$ cat config.mk
export PLATFORM = sky130hd
export DESIGN_NAME = pwm_decoder
export DESIGN_NICKNAME = d
export VERILOG_FILES = /design/src/rtl/pwm_decoder.sv
export SDC_FILE = /design/constraint.sdc
export NUM_CORES = 1
export LEC_CHECK = 0
export CORE_ASPECT_RATIO = 1.4
export CORE_MARGIN = 10
export CORE_UTILIZATION = 55
export CTS_CLUSTER_DIAMETER = 30
export DETAILED_ROUTE_END_ITERATION = 7
export PLACE_DENSITY_LB_ADDON = 0.25
export SYNTH_ARGS = -nofsm -noshare
export SYNTH_HDL_FRONTEND = slang
export SYNTH_SLANG_ARGS = --single-unit
$ cat constraint.sdc
create_clock -name clk -period 2.3 [get_ports clk]
set_clock_uncertainty 0.2 [all_clocks]
set_input_delay 0.69 -clock clk [delete_from_list [all_inputs] [get_ports clk]]
set_output_delay 0.69 -clock clk [all_outputs]
set_load 0.05 [all_outputs]
$ cat src/rtl/pwm_decoder.sv
// ---------------------------------------------------------------------------
// PwmDecoder (top module pwm_decoder)
//
// Receive side of the team's 8-bit PWM generator. Measures an incoming PWM
// waveform and reports, once per completed period, the period length and the
// high time in clk cycles. It also flags an input that has stayed high or low
// for longer than any measurable period.
//
// Parameters
//   WIDTH        generator counter width; measurements are WIDTH+1 bits wide
//                so that a full 2^WIDTH-cycle period fits
//   SYNC_STAGES  synchronizer depth on pwm_in (2 or more)
//
// Ports
//   clk          system clock
//   reset        asynchronous, active-low reset
//   pwm_in       asynchronous PWM input
//   period       cycles from one rising edge to the next (last full period)
//   high_count   cycles high within that period
//   valid        one-cycle pulse when period/high_count update
//   stuck_high   input held high until the period counter saturated
//   stuck_low    input held low until the period counter saturated
// ---------------------------------------------------------------------------
module pwm_decoder #(
   parameter int WIDTH       = 8,
   parameter int SYNC_STAGES = 2
) (
   input  logic             clk,
   input  logic             reset,
   input  logic             pwm_in,
   output logic [WIDTH:0]   period,
   output logic [WIDTH:0]   high_count,
   output logic             valid,
   output logic             stuck_high,
   output logic             stuck_low
);

   localparam int              CW       = WIDTH + 1;
   localparam logic [CW-1:0]   ONE      = CW'(1);
   localparam logic [CW-1:0]   MAX      = '1;
   localparam logic [CW-1:0]   NEAR_MAX = MAX - ONE;

   typedef enum logic [1:0] {
      IDLE = 2'd0,
      HIGH = 2'd1,
      LOW  = 2'd2
   } state_t;

   logic [SYNC_STAGES-1:0] sync_q;
   logic                   s;
   logic                   s_d;
   logic                   rise;
   logic                   fall;
   logic                   rise_q;
   logic                   fall_q;

   logic [CW-1:0]          pcnt;
   logic [CW-1:0]          hcnt;
   logic                   hit_max;

   state_t                 state;
   state_t                 state_next;
   logic                   valid_next;
   logic                   stuck_high_next;
   logic                   stuck_low_next;
   logic                   load_meas;

   assign s    = sync_q[SYNC_STAGES-1];
   assign rise = s & ~s_d;
   assign fall = ~s & s_d;

   // The raw input is synchronized through a shift chain. s_d is the
   // previous-cycle copy of the synchronized level, used for edge detection.
   // The detected edges are registered once more so the counters and the FSM
   // see clean flop outputs; s_d is the level aligned with these registered
   // edges, so everything downstream runs on one consistent timeline and the
   // measured widths are unaffected by the extra stage.
   always_ff @(posedge clk or negedge reset) begin
      if (!reset) begin
         sync_q <= '0;
         s_d    <= 1'b0;
         rise_q <= 1'b0;
         fall_q <= 1'b0;
      end else begin
         sync_q <= {sync_q[SYNC_STAGES-2:0], pwm_in};
         s_d    <= s;
         rise_q <= rise;
         fall_q <= fall;
      end
   end

   // Period and high-time counters. A rising edge restarts both at 1 (the
   // rising-edge cycle itself is the first cycle of the new period). Between
   // rising edges the period counter runs every cycle and the high counter
   // runs only while the input is high. Both saturate instead of wrapping so
   // a stuck input can never alias onto a short period.
   always_ff @(posedge clk or negedge reset) begin
      if (!reset) begin
         pcnt <= '0;
         hcnt <= '0;
      end else if (rise_q) begin
         pcnt <= ONE;
         hcnt <= ONE;
      end else begin
         if (pcnt != MAX) begin
            pcnt <= pcnt + ONE;
         end
         if (s_d && (hcnt != MAX)) begin
            hcnt <= hcnt + ONE;
         end
      end
   end

   // hit_max marks the single cycle in which the period counter steps onto
   // its saturation value. A rising edge in that cycle reloads the counter
   // instead, so it never counts as a timeout.
   assign hit_max = ~rise_q & (pcnt == NEAR_MAX);

   // FSM state and output registers. The measurement outputs only change
   // when the FSM asks for a load, so they hold their last values between
   // valid pulses and while a stuck flag is raised.
   always_ff @(posedge clk or negedge reset) begin
      if (!reset) begin
         state      <= IDLE;
         valid      <= 1'b0;
         stuck_high <= 1'b0;
         stuck_low  <= 1'b0;
         period     <= '0;
         high_count <= '0;
      end else begin
         state      <= state_next;
         valid      <= valid_next;
         stuck_high <= stuck_high_next;
         stuck_low  <= stuck_low_next;
         if (load_meas) begin
            period     <= pcnt;
            high_count <= hcnt;
         end
      end
   end

   // Next-state and output decode.
   // IDLE waits for a reference rising edge; that edge only starts a period
   // and is never reported. HIGH waits for the falling edge, LOW waits for
   // the next rising edge, which closes the period and publishes the counter
   // values captured just before their reload. Saturation of the period
   // counter in any state raises exactly one stuck flag and falls back to
   // IDLE so the next rising edge re-arms measurement. In HIGH a falling edge
   // wins over a simultaneous timeout because the input did go low in time.
   always_comb begin
      state_next      = state;
      valid_next      = 1'b0;
      stuck_high_next = stuck_high;
      stuck_low_next  = stuck_low;
      load_meas       = 1'b0;
      case (state)
         IDLE: begin
            if (rise_q) begin
               state_next      = HIGH;
               stuck_high_next = 1'b0;
               stuck_low_next  = 1'b0;
            end else if (hit_max) begin
               stuck_high_next = s_d;
               stuck_low_next  = ~s_d;
            end
         end
         HIGH: begin
            if (fall_q) begin
               state_next = LOW;
            end else if (hit_max) begin
               state_next      = IDLE;
               stuck_high_next = 1'b1;
               stuck_low_next  = 1'b0;
            end
         end
         LOW: begin
            if (rise_q) begin
               state_next = HIGH;
               valid_next = 1'b1;
               load_meas  = 1'b1;
            end else if (hit_max) begin
               state_next      = IDLE;
               stuck_high_next = 1'b0;
               stuck_low_next  = 1'b1;
            end
         end
         default: begin
            state_next = IDLE;
         end
      endcase
   end

endmodule

==> results of run 1 <==
[worst paths after layout]
path	start	end	slack [ns]	cells past startpoint
worst max register to register	hcnt[0]	hcnt[7]	0.12	8
max in group asynchronous	reset	pcnt[4]	1.30	2
worst max-delay path	hcnt[0]	hcnt[7]	0.12	8
worst min-delay path	reset	hcnt[2]	0.04	1
min in group clk	sync_q[0]	sync_q[1]	0.17	0
worst min register to register	sync_q[0]	sync_q[1]	0.17	0
[placed cells by master (no fill, tap or decap), types with 2 or more instances in the layout]
master | Yosys | routed
sky130_fd_sc_hd__dfrtp_1 | 46 | 46
sky130_fd_sc_hd__buf_4 | 1 | 28
sky130_fd_sc_hd__nor2_1 | 17 | 17
sky130_fd_sc_hd__mux2_2 | 15 | 15
sky130_fd_sc_hd__xor2_1 | 11 | 11
sky130_fd_sc_hd__ha_1 | 9 | 9
sky130_fd_sc_hd__nand2_1 | 8 | 8
sky130_fd_sc_hd__inv_1 | 7 | 7
sky130_fd_sc_hd__nand4_1 | 6 | 6
sky130_fd_sc_hd__a21oi_1 | 5 | 5
sky130_fd_sc_hd__mux2i_1 | 5 | 5
sky130_fd_sc_hd__clkbuf_8 | 0 | 5
sky130_fd_sc_hd__nand3_1 | 4 | 4
sky130_fd_sc_hd__nor2b_1 | 4 | 4
sky130_fd_sc_hd__nand2b_1 | 4 | 4
sky130_fd_sc_hd__mux2_1 | 3 | 3
sky130_fd_sc_hd__o21ai_0 | 3 | 3
sky130_fd_sc_hd__and4_1 | 2 | 2
sky130_fd_sc_hd__and3_1 | 2 | 2
sky130_fd_sc_hd__o31ai_1 | 2 | 2
sky130_fd_sc_hd__xnor2_1 | 2 | 2
sky130_fd_sc_hd__clkbuf_1 | 1 | 2
[registers in the layout, summed over array words and instances (netlist names)]
| signal | flops |
|---|---|
| rise_q | 1 |
| hcnt | 9 |
| stuck_high | 1 |
| state | 2 |
| s_d | 1 |
| fall_q | 1 |
| period | 9 |
| sync_q | 2 |
| pcnt | 9 |
| high_count | 9 |
| valid | 1 |
| stuck_low | 1 |
[metrics by stage]
stage	power (mW)	area [µm²]
2_1_floorplan	1.68	2080
4_1_cts	2.41	2400
3_5_place_dp	1.94	2320
5_1_grt	2.52	2400
6_report	2.38	2400
3_3_place_gp	1.90	2320
[metal layers]
metal / part of all wire (%) / GRT usage (%) / vias up
met3: 4.9 / 4.70 / 8
met4: 2.0 / 6.47 / 0
met1: 40 / 13.7 / 692
li1: - / - / 649
met2: 53 / 21.5 / 26
met5: 0 / 0 / -
[power groups by stage]
stage | logic (mW) | registers [mW] | clock network [mW]
after floorplan | 0.365 | 1.32 | 0
after global placement | 0.817 | 1.09 | 0
after detailed placement | 0.842 | 1.10 | 0
after CTS | 0.850 | 1.08 | 0.471
after global routing | 0.916 | 1.11 | 0.503
final | 0.840 | 1.08 | 0.458
[logic make-up after synthesis]
logic type      Yosys count
simple gates             54
flops                    46
mux                      23
compound gates           15
xor+xnor                 13
buf+inv                  13
fa+ha+maj                 9
[cell type report]
cell class / instances / area [µm²] / area share [%]
Sequential cell: 46 / 1150 / 48.0
Multi-Input combinational cell: 114 / 865 / 36.1
Timing Repair Buffer: 30 / 225 / 9.40
Clock buffer: 7 / 76.3 / 3.19
Tap cell: 42 / 52.6 / 2.19
Inverter: 7 / 26.3 / 1.10
==> impl_results.md, run 1 <==
- Outcome: complete, no violations
- Worst Path Required: 2.32 ns
- Sw power: 914 µW
- Crit path max-delay family: simple AND/OR/NAND/NOR gates
- Via Count: 1375
- Post-cts repair resize count: 0
- Setup repair after global routing missed its margin: no
- Cell types with the largest area share after synthesis: sky130_fd_sc_hd__dfrtp_1 55%, sky130_fd_sc_hd__mux2_2 8.1%, sky130_fd_sc_hd__ha_1 5.4%
- Warning count from the yosys run: 0
- Proportion of netlist area held by the largest area contributor: 55.4%
- Count of antenna-violating nets left after detailed routing: 0
- Share of total power in the clock network: 19.2%
- Compound-cell area share of the yosys netlist: 4.99%
- Fraction of power consumed by combinational cells: 35.2%
- Critical Path, Cell by Cell: ha_1, nand3_1, nor2_1, ha_1, and2b_1, nand2_2, or3_1, a21oi_1
- CP Data Arrival Time: 2.20 ns
- Standard cell core area: 3640 µm²
- Overall global routing resource usage: 12.8%
- Area growth from synthesis to layout: 15.2%
- Internal power of the cells: 1.47 mW
- Post-synthesis share of cell area spent on full adders, half adders and majority gates: 5.42%
- Number of CTS-inserted buffers: 5
- Fmax: 459 MHz
- Leakage power: 1.22 nW
- Average instance area after synthesis: 12.0 µm²
- Slowest CP cell: sky130_fd_sc_hd__dfrtp_1
- Async SR Flop Fraction: 100%
- Non-Filler Instances: 246
- Relative slew margins: 75.6%
- Number of post-CTS setup repair buffers: 0
- Library cell with the highest instance count after synthesis: sky130_fd_sc_hd__dfrtp_1
- Clock latency of the later-clocked register in the worst-skew pair: 0.30 ns
- Most frequent cells after synthesis: 46 x sky130_fd_sc_hd__dfrtp_1, 17 x sky130_fd_sc_hd__nor2_1, 15 x sky130_fd_sc_hd__mux2_2
- Clock slew at the register clock pins of the worst setup and hold paths: 0.08 ns
- Flop and latch count out of synthesis: 46
- Mux cell area share after synthesis: 12.2%
- Vias in the first global route: 1514
- Largest fanout on the critical path: 6
- Detailed-route DRC error count: 0
- Number of nets in the layout: 216
- Overflow left after global routing: 0
- Number of buffers on the longest clock path: 2
- Initial antenna violation count: 0
- Flop pwr share: 45.5%
- Setup violation total in the final timing report: 0
- Cell repeated most along the worst path: sky130_fd_sc_hd__ha_1
- Most used flip-flop cell after synthesis: sky130_fd_sc_hd__dfrtp_1
- 1st-iter DRT viols: 50
- Combinational family with the most area after synthesis: simple AND/OR/NAND/NOR gates
- Mapped cell area: 2080 µm²
- Cell count after placement: 239
- Post-synth net total: 185
- Largest voltage drop on the vdd net: 0.802 mV
- Kind of launch point of the worst setup path: flop
- Number of maximum-capacitance violations: 0
- Estimated wirelength of the detail-placed design: 3000 µm
- Maximum number of pins on one net before global-route repair: 23
- Number of enable flip-flop cells after synthesis: 0
- Sequential-to-total area share from yosys stat: 55.4%
- Worst-Margin Slew: 0.363 ns
- Final design utilization: 65.8%
- Fin crit share: 94.7%
- Gp weighted congestion: 0.871
- Die span in x: 72.0 µm
- Min Clock Period, post-route: 2.18 ns
- I/O pins: 24
- Worst hold path type: in2async
- Worst hold margin: 0.0441 ns
- Slowest cell delay on critical path: 0.42 ns
- Filler instances: 293
- Setup ws final: 0.121 ns
- Antenna diodes: 0
- Most area-hungry cell type in the Yosys netlist: sky130_fd_sc_hd__dfrtp_1
- Setup TNS: 0 ns
- Number of instances in the synthesized netlist: 173
- H-tree Lvls: 2
- Critical path endpoint category: flop
- Pre-CTS setup slack: 0.175 ns
- First-pass GRT wire length: 6900 µm
- Detail-routed via count per cell: 5.59
- Number of hold buffers added after cts: 0
- Share of final-layout standard cells stronger than drive strength 1: 26.0%
- Clock tree root buffer cell: sky130_fd_sc_hd__clkbuf_8
- Pwr/cell area: 995 nW/µm²
- Category of the critical setup timing path: reg2reg
- Number of buffer and inverter instances along the worst setup path: 0
- Wire length per cell: 16.2 µm
- Unique masters post-synth: 35
- Port Buffer Count: 23
- Starting utilization of the core area: 57.1%
- Final Hold Vio Count: 0
- CTS sink cnt: 46
- Clock tree from TritonCTS: done
- Die extent in y: 92.8 µm
- Net switching share of the total power: 38.3%
- Xor and xnor area share after synthesis: 5.48%
- Max-slew violation total from the final report: 0
- Number of rows created at floorplan: 26
- Post-Synth Simple-Gate Area: 13.5%
- 1st-pass router iterations: 4
- Final routed wirelength across all metal layers: 3990 µm
- Area of the die: 6680 µm²
Note: power is estimated with default switching activity, not from simulation.
==> run 2, diff against run 1 <==
Settings changed: CTS_CLUSTER_DIAMETER 30 to 40.
==> results of run 2 <==
The final DEF is identical to that of run 1; final timing and power are the same.
==> run 3, diff against run 2 <==
==> constraint.sdc (replaced) <==
create_clock -name clk -period 2.3 [get_ports clk]
set_clock_uncertainty 0.2 [all_clocks]
set_input_delay 0.69 -clock clk [delete_from_list [all_inputs] [get_ports clk]]
set_output_delay 0.69 -clock clk [all_outputs]
set_load 0.005 [all_outputs]
==> impl_results.md, run 3 (synthesis results as in run 1) <==
- Outcome: complete, no violations
- Estimated wirelength of the detail-placed design: 2860 µm
- Initial antenna violation count: 0
- Antenna diodes: 0
- Setup repair after global routing missed its margin: no
- Critical Path, Cell by Cell: and4_1, and4_1, ha_1, and3b_1, nand4_1, xor2_1, nor2_1
- Setup violation total in the final timing report: 0
- Number of rows created at floorplan: 26
- Die span in x: 72.0 µm
- Via Count: 1362
- Clock tree from TritonCTS: done
- First-pass GRT wire length: 6630 µm
- Critical path endpoint category: flop
- Kind of launch point of the worst setup path: flop
- Largest voltage drop on the vdd net: 0.674 mV
- Detail-routed via count per cell: 5.56
- Share of total power in the clock network: 22.8%
- Count of antenna-violating nets left after detailed routing: 0
- Detailed-route DRC error count: 0
- Final Hold Vio Count: 0
- Pwr/cell area: 896 nW/µm²
- Number of buffer and inverter instances along the worst setup path: 0
- Number of hold buffers added after cts: 0
- Slowest cell delay on critical path: 0.45 ns
- Wire length per cell: 16.2 µm
- 1st-pass router iterations: 4
- Area growth from synthesis to layout: 18.5%
- Starting utilization of the core area: 57.1%
- Maximum number of pins on one net before global-route repair: 47
- Leakage power: 1.18 nW
- Area taken by multi-input logic gates: 865 µm²
- Number of maximum-capacitance violations: 0
- Internal power of the cells: 1.53 mW
- Placed cell areas: 2370 µm²
- Worst Path Required: 2.33 ns
- Setup TNS: 0 ns
- Number of nets in the layout: 214
- Flop pwr share: 49.2%
- Number of buffers on the longest clock path: 2
- Share of final-layout standard cells stronger than drive strength 1: 16.3%
- Clock slew at the register clock pins of the worst setup and hold paths: 0.08 ns
- Vias in the first global route: 1393
- Relative slew margins: 76.1%
- Min Clock Period, post-route: 2.11 ns
- 1st-iter DRT viols: 133
- Worst-Margin Slew: 0.359 ns
- Final routed wirelength across all metal layers: 3970 µm
- Post-cts repair resize count: 0
- Worst hold path type: in2async
- Clock tree root buffer cell: sky130_fd_sc_hd__clkbuf_8
- Overflow left after global routing: 0
- Largest fanout on the critical path: 6
- CP Data Arrival Time: 2.14 ns
- Fin crit share: 91.6%
- Sw power: 683 µW
- Number of CTS-inserted buffers: 5
- Fraction of power consumed by combinational cells: 28.0%
- Category of the critical setup timing path: reg2reg
- Final design utilization: 67.7%
- Fmax: 475 MHz
- I/O pins: 24
- Cell repeated most along the worst path: sky130_fd_sc_hd__and4_1
- Standard cell core area: 3640 µm²
- Clock latency of the later-clocked register in the worst-skew pair: 0.30 ns
- Max-slew violation total from the final report: 0
- Most common cell after layout, fill and taps aside: sky130_fd_sc_hd__dfrtp_1
- Port Buffer Count: 23
- Gp weighted congestion: 0.818
- H-tree Lvls: 2
- Slowest CP cell: sky130_fd_sc_hd__dfrtp_1
- Net switching share of the total power: 30.9%
- Number of post-CTS setup repair buffers: 0
- Area of the die: 6680 µm²
- Crit path max-delay family: simple AND/OR/NAND/NOR gates
- Most frequent cells in the layout: 46 x sky130_fd_sc_hd__dfrtp_1, 22 x sky130_fd_sc_hd__clkdlybuf4s50_1, 17 x sky130_fd_sc_hd__nor2_1
- Die extent in y: 92.8 µm
- CTS sink cnt: 46
- Post-layout instance area: 2460 µm²
- Register-to-register path setup slack: 0.19 ns
- Filler instances: 289
- Overall global routing resource usage: 12.4%
- Area occupied by registers: 1150 µm²
## run 3: metrics by stage
step	std cells	power [mW]	worst slack [ns]	hold WS, ns
2_1_floorplan	173	1.44	0.330	0.131
3_3_place_gp	237	1.68	0.246	0.141
3_5_place_dp	237	1.72	0.220	0.150
4_1_cts	245	2.24	0.187	0.161
5_1_grt	245	2.36	0.0799	0.170
6_report	245	2.21	0.193	0.159
## run 3: routing by layer
metal | GRT usage [%] | routed length, µm | up-vias | share of wire, %
li1 | - | - | 644 | -
met4 | 4.85 | 61 | 0 | 1.5
met5 | 0 | 0 | - | 0
met2 | 20.4 | 2060 | 21 | 52
met3 | 5.13 | 218 | 7 | 5.5
met1 | 13.7 | 1630 | 690 | 41
## run 3: power groups by stage
stage                     Sequential [mW]  Clock [mW]  Combinational, mW
after CTS                            1.09       0.528              0.626
after detailed placement             1.10           0              0.622
after global placement               1.09           0              0.592
after floorplan                      1.07           0              0.365
after global routing                 1.11       0.562              0.685
final                                1.09       0.505              0.617
## run 3: final timing paths
kind | startpoint | endpoint | depth (start not counted)
max | pcnt[4] | pcnt[5] | 7
min in group clk | sync_q[0] | sync_q[1] | 0
min | reset | hcnt[6] | 2
max reg2reg | pcnt[4] | pcnt[5] | 7
min reg2reg | sync_q[0] | sync_q[1] | 0
max in group asynchronous | reset | hcnt[2] | 2
## run 3: layout make-up
class	count	area share [%]
Inverter	7	1.07
Multi-Input combinational cell	114	35.1
Sequential cell	46	46.7
Timing Repair Buffer	28	11.2
Tap cell	42	2.13
Clock buffer	6	3.35
Clock inverter	2	0.508
## run 3: worst reg2reg max path: cells and delay by family (launching register included)
| kind | cells | cell delay (ns) |
|---|---|---|
| and+or+nand+nor | 5 | 0.98 |
| adders and majority gates | 1 | 0.26 |
| xor gates and xnor gates | 1 | 0.16 |
| DFF | 1 | 0.45 |
